$ cat src/rtl/serial_add_sub.sv
// serial_add_sub: multi-cycle adder/subtractor. It processes DIGIT bits per
// clock through a single ripple slice and keeps the carry in a flop between
// cycles. An operation takes N = WIDTH/DIGIT processing edges, and then a
// one-cycle done pulse is raised.
//
// state | meaning
// IDLE  | waiting for start; outputs hold the last result
// RUN   | one DIGIT-wide slice is processed per edge
// DONE  | result registers have just updated; done pulse; start accepted here too
module serial_add_sub #(
    parameter int WIDTH = 8,
    parameter int DIGIT = 1
) (
    input  logic             clk,
    input  logic             rst,
    input  logic             start,
    input  logic [WIDTH-1:0] a,
    input  logic [WIDTH-1:0] b,
    input  logic             cin,
    input  logic             sub,
    output logic             busy,
    output logic             done,
    output logic [WIDTH-1:0] sum,
    output logic             cout,
    output logic             ovf
);

    localparam int N  = WIDTH / DIGIT;
    localparam int CW = (N > 1) ? $clog2(N) : 1;

    typedef enum logic [1:0] {IDLE, RUN, DONE} state_t;

    state_t           state;
    logic [WIDTH-1:0] areg;
    logic [WIDTH-1:0] breg;
    logic [WIDTH-1:0] res;
    logic             carry;
    logic [CW-1:0]    cnt;

    logic [DIGIT:0]   slice_full;
    logic             slice_cin_msb;
    logic [WIDTH-1:0] res_next;

    // One ripple slice over the low DIGIT bits, plus the result shifted in from the top
    always_comb begin
        slice_full    = {1'b0, areg[DIGIT-1:0]} + {1'b0, breg[DIGIT-1:0]}
                        + {{DIGIT{1'b0}}, carry};
        // Carry into the slice MSB can be recovered from the sum bit and the operand bits
        slice_cin_msb = slice_full[DIGIT-1] ^ areg[DIGIT-1] ^ breg[DIGIT-1];
        res_next      = (res >> DIGIT)
                        | (WIDTH'(slice_full[DIGIT-1:0]) << (WIDTH - DIGIT));
    end

    // Control FSM with the datapath and registered outputs
    always_ff @(posedge clk or posedge rst) begin
        if (rst) begin
            state <= IDLE;
            areg  <= '0;
            breg  <= '0;
            res   <= '0;
            carry <= 1'b0;
            cnt   <= '0;
            busy  <= 1'b0;
            done  <= 1'b0;
            sum   <= '0;
            cout  <= 1'b0;
            ovf   <= 1'b0;
        end else begin
            case (state)
                IDLE, DONE: begin
                    done <= 1'b0;
                    if (start) begin
                        areg  <= a;
                        breg  <= sub ? ~b : b;
                        carry <= sub ? ~cin : cin;
                        cnt   <= '0;
                        busy  <= 1'b1;
                        state <= RUN;
                    end else begin
                        state <= IDLE;
                    end
                end
                RUN: begin
                    areg  <= areg >> DIGIT;
                    breg  <= breg >> DIGIT;
                    res   <= res_next;
                    carry <= slice_full[DIGIT];
                    cnt   <= cnt + 1'b1;
                    if (cnt == CW'(N - 1)) begin
                        sum   <= res_next;
                        cout  <= slice_full[DIGIT];
                        ovf   <= slice_cin_msb ^ slice_full[DIGIT];
                        done  <= 1'b1;
                        busy  <= 1'b0;
                        state <= DONE;
                    end
                end
                default: begin
                    state <= IDLE;
                    busy  <= 1'b0;
                    done  <= 1'b0;
                end
            endcase
        end
    end

endmodule

$ cat config.mk
export PLATFORM = sky130hd
export DESIGN_NAME = serial_add_sub
export DESIGN_NICKNAME = d
export VERILOG_FILES = /design/src/rtl/serial_add_sub.sv
export SDC_FILE = /design/constraint.sdc
export NUM_CORES = 1
export LEC_CHECK = 0
export BUFFER_PORTS_ARGS = -buffer_cell sky130_fd_sc_hd__clkbuf_2
export CELL_PAD_IN_SITES_DETAIL_PLACEMENT = 0
export CELL_PAD_IN_SITES_GLOBAL_PLACEMENT = 2
export CORE_MARGIN = 5
export CORE_UTILIZATION = 35
export CTS_CLUSTER_SIZE = 20
export DETAILED_ROUTE_END_ITERATION = 7
export HOLD_SLACK_MARGIN = 0.06
export MAX_ROUTING_LAYER = met4
export PLACE_DENSITY_LB_ADDON = 0.25
export SETUP_SLACK_MARGIN = 0.02
export SYNTH_ARGS = -nofsm -noshare
export SYNTH_HDL_FRONTEND = slang
export SYNTH_SLANG_ARGS = --single-unit
$ cat constraint.sdc
create_clock -name clk -period 3 [get_ports clk]
set_input_delay 0.45 -clock clk [delete_from_list [all_inputs] [get_ports clk]]
set_output_delay 0.45 -clock clk [all_outputs]
set_load 0.01 [all_outputs]
Word level (Yosys, flattened, before mapping)
Cells that the tools add are included.
Word-level totals
  bits in registers: 42
  input bits: 21
  output and inout port bits: 12
  word-level logic and storage cells: 49
Operators by class
  add/subtract/negate cells: 3
  equality and inequality tests: 5
  multiplexer cells: 18
  bitwise operators: 6
  reductions and logical operators: 6
Operators by type and width (number)
  $pmux 8 s2: 2
  $mux 8: 3
  $not 8->8: 1
  $or 7x8->8: 1
  $mux 1: 7
  $pmux 3 s2: 1
  $reduce_and 2->1: 3
  $ne 2x2->1 const B: 2
  $pmux 1 s2: 2
  $pmux 2 s2: 1
  $add 3x1->3 const B: 1
  $eq 3x3->1 const B: 1
  $mux 3: 1
  $xor 1x1->1: 3
  $add 1x1->2: 1
  $add 2x1->2: 1
  $eq 2x1->1 const B: 1
  $eq 2x2->1 const B: 1
  $logic_not 2->1: 1
  $mux 2: 1
  $reduce_bool 2->1: 1
  $reduce_or 2->1: 1
  $not 1->1: 1

Depth between registers and ports, before layout
  depth in word-level cells: 5
  depth in mapped cells: 6
  gate-level depth less buffers: 5

Worst setup path before layout
No wires, ideal clock.
  path kind: flip-flop to flip-flop
  from: register cnt[0]
  to: register cout
  setup time: 0.125 ns
  arrival time: 1.410 ns
  required time: 2.875 ns
  slack: 1.465 ns
  cell stages (with the launch flop): 6
  buffers on the path: 1
  clock period less this slack: 1.535 ns
  path through: dfrtp_1 -> ha_1 -> ha_1 -> nand3b_1 -> buf_2 -> mux2_2
Between the ends
  word-level cells in the longest chain between the ends: 2
RTL lines
  start: declaration: RTL line 38  | logic [CW-1:0] cnt;
  start signal: assignment: RTL line 88  | cnt <= cnt + 1'b1;
  $eq 3x3->1: RTL line 89  | if (cnt == CW'(N - 1)) begin
  $reduce_and 2->1 (no line)
  end signal: assignment: RTL line 91  | cout <= slice_full[DIGIT];
  end: declaration: RTL line 24  | output logic cout,
No other way between the ends.
A chain may end at the register's enable or synchronous reset.

Final worst setup path
  from: register state[0]
  to: register breg[5]
Between the ends
  word-level cells in the longest chain between the ends: 4
  elaborated cells on any way between the ends: 8
  those cells by class: eq/ne (3); mux (1); reduce/logical (4)
RTL lines
  start: declaration: RTL line 33  | state_t state;
  start signal: assignment: RTL line 57  | state <= IDLE;
  start signal: assignment: RTL line 78  | state <= RUN;
  start signal: assignment: RTL line 80  | state <= IDLE;
  $eq 2x2->1 / $logic_not 2->1 (equally long branches): RTL line 69  | case (state)
  $reduce_or 2->1: RTL line 69
  $ne 2x2->1 (no line) / $reduce_bool 2->1 (equally long branches)
  $reduce_and 2->1 (no line)
  end signal: assignment: RTL line 74  | breg <= sub ? ~b : b;
  end signal: assignment: RTL line 85  | breg <= breg >> DIGIT;
  end: declaration: RTL line 35  | logic [WIDTH-1:0] breg;
Parallel ways exist; a longest one is shown, timed or not.

==> key figures <==
Critical path
  – Critical R2R Launch: state[0]$_DFFE_PP0P_
  – Critical-path top delay cell: nor2b_4
  – Worst-path fanout max: 27
  – Number of buffers and inverters on the critical path: 0
  – Critical Path Max Stage Delay: slightly below 600 ps
  – WP data arrival: 2010 ps
  – Crit. End Element: flop
  – Critical path origin: state[0]$_DFFE_PP0P_
  – CP top delay family: simple AND/OR/NAND/NOR gates
  – Critical Path, Cell by Cell: nor2b_4 > nor2_2 > a221o_1
  – Kind of critical path: flop to flop
  – Worst endpoint required time: 3170 ps
  – CP startpoint kind: flop

Cells and area
  – Final net count: roughly 180
  – Layout cells sized above 1: 37.27%
  – Most frequent cells in the layout: dfrtp_1, clkbuf_2, mux2_2, xnor2_1, a22o_1
  – Most common cell after layout, fill and taps aside: dfrtp_1
  – Area of the multi-input gates: ~670 um^2
  – Final core utilization: around 42%
  – Fillers: 466
  – Register area: around 1000 um^2
  – Area Growth Syn to Fin: 16.16%
  – Antenna fix cells: 0

Synthesis
  – Distinct cells, synth: 21
  – #FFs+latches synth: 40
  – Syn nets: between 150 and 200
  – Mean Syn Cell Area: about 14 um^2
  – Synth warn: 0
  – Post-Syn Instances: around 130
  – Mapped Area: approximately 1700 um^2
  – Sequential share of the synthesized area: ~57%

Job
  – Total of max-cap violations: 0

Global route
  – First-pass GRT wire length: about 5400 um
  – Antenna violations before repair: 0
  – Total GRT Usage: between 10% and 20%
  – Number of global-route vias before repair: around 1,200
  – GRT overflow: 0
  – Largest net degree at the start of global routing: 41

Floorplanning
  – # IOs: 33
  – Initial Utilization: between 30% and 40%
  – Die width: approximately 81 um
  – Core area: around 4800 um^2
  – DIE AREA: roughly 6500 um^2
  – Die Ht: 80.54 um
  – Cell Rows: 25

Hold path
  – Worst hold path type: input port to async pin

CTS
  – Htree depth: 2
  – CTS clk-pin slew, worst paths: around 80 ps
  – Post-CTS Setup Bufs: 0
  – CTS Sinks: 40
  – Longest Clk Path Bufs: 2
  – Clk Latency, worst-skew pair: 290 ps
  – CTS buffer count: 5
  – Post_cts resized: 0
  – Clk root buf: clkbuf_8
  – CTS tree: built
  – Hold_buf cts: 0

Timing
  – Total negative slack: 0 ps
  – Final slew viol count: 0
  – Rel. slew slack: 47.35%
  – Final setup violating endpoints: 0
  – Layout Skew: approximately 4.7 ps
  – Maximum clock frequency: approximately 550 MHz
  – Worst slew pin tran: approximately 800 ps
  – Fin worst setup slack: ~1200 ps
  – Endpoints failing hold: 0
  – Tcrit/Tclk final: roughly 61%
  – RSZ-0062 raised after global routing: false
  – Final min period: 1834 ps

Detailed routing
  – Via density: 4.781
  – Antenna Nets Post-Route: 0
  – First-pass iteration count of the detailed router: 4
  – Detailed-route via count: about 1,100
  – WL/cell: approximately 14 um
  – Detailed Route Iter0 Violations: 16
  – Routed WL: 3092 um
  – Residual DRC: 0

Power and ir drop
  – Power per cell area: 1079 nW/um^2
  – Leak: 0.9999 nW
  – Max VDD drop: 0.3745 mV

Run status
  – Status: completed

Place
  – HPWL Detailed: between 2000 and 2500 um
  – Placer Congestion: approximately 0.66
  – Worst slack, placed: approximately 1100 ps
  – IO Port Bufs: 32
-- final cells by class --
cell class | count | area share, %
Clock buffer | 6 | 4.082
Clock inverter | 2 | 0.4947
Inverter | 3 | 0.5566
Tap cell | 67 | 4.143
Multi-Input combinational cell | 77 | 32.96
Sequential cell | 40 | 49.47
Timing Repair Buffer | 33 | 8.287
-- per-stage QoR --
stage / area, um^2 / hold WS (ps) / power, W / cells
finish: 2023 / 255.7 / 0.002184 / 228
global placement: 1931 / 462.3 / 0.001816 / 220
detailed placement: 1931 / 466.5 / 0.001851 / 220
global route: 2023 / 301.3 / 0.002361 / 228
CTS: 2023 / 275.1 / 0.002223 / 228
floorplan: 1742 / 449.6 / 0.001675 / 129
-- routing by layer --
metal | vias up | share of wire (%) | track usage, % | wire [um]
met5 | - | 0 | - | 0
met4 | 0 | 1.5 | 4.223 | 46
met3 | 8 | 4.2 | 4.148 | 131
met2 | 25 | 49 | 17.72 | 1516
met1 | 541 | 45 | 12.55 | 1396
li1 | 516 | - | - | -
-- synth_stat cells, drive strengths merged --
cell | number | share of area, %
xor2 | 1 | 0.50
a221o | 8 | 4.6
a22o | 11 | 5.5
nor2b | 2 | 1.1
nand3b | 1 | 0.43
xnor2 | 11 | 5.5
fa | 1 | 1.1
inv | 3 | 0.65
buf | 8 | 3.4
a21o | 7 | 3.0
nand2b | 1 | 0.36
clkbuf | 1 | 0.22
nand2 | 3 | 0.65
dfrtp | 40 | 57
o21ai | 3 | 0.86
mux2 | 17 | 11
ha | 2 | 1.4
nor2 | 9 | 2.1
-- worst paths after layout --
| path | endpoint | slack, ps | cells past startpoint |
|---|---|---|---|
| max | breg[5]$_DFFE_PP0P_ | 1170 | 3 |
| min | breg[6]$_DFFE_PP0P_ | 260 | 3 |
| max reg2reg | breg[5]$_DFFE_PP0P_ | 1170 | 3 |
| min reg2reg | areg[6]$_DFFE_PP0P_ | 480 | 1 |
| max in group asynchronous | res[3]$_DFFE_PP0P_ | 2400 | 3 |
| min in group clk | areg[7]$_DFFE_PP0P_ | 390 | 2 |
-- tightest hold or removal path, stage by stage --
cell and delay [ps]:
clkbuf_2 80, inv_1 40, buf_4 430
-- logic make-up after synthesis --
logic type | after synthesis | synth area share (%)
compound gates | 29 | 14.01
xor+xnor | 12 | 6.034
fa+ha+maj | 3 | 2.586
buf+inv | 12 | 4.238
flops | 40 | 57.47
mux | 17 | 10.99
simple gates | 16 | 4.670
-- sequential cells by signal, indices dropped and copies added, names as in the netlist --
| name | cells |
|---|---|
| areg | 8 |
| done | 1 |
| carry | 1 |
| sum | 8 |
| ovf | 1 |
| busy | 1 |
| state | 1 |
| cnt | 3 |
| res | 7 |
| breg | 8 |
| cout | 1 |
-- power breakdown --
group | total (W) | leakage (nW) | switching [W] | internal (W)
clock network | 0.000366 | 0.0510 | 0.000182 | 0.000183
registers | 0.000954 | 0.491 | 0.000155 | 0.000799
logic | 0.000864 | 0.458 | 0.000387 | 0.000477
Note: power is estimated with default switching activity, not from simulation.
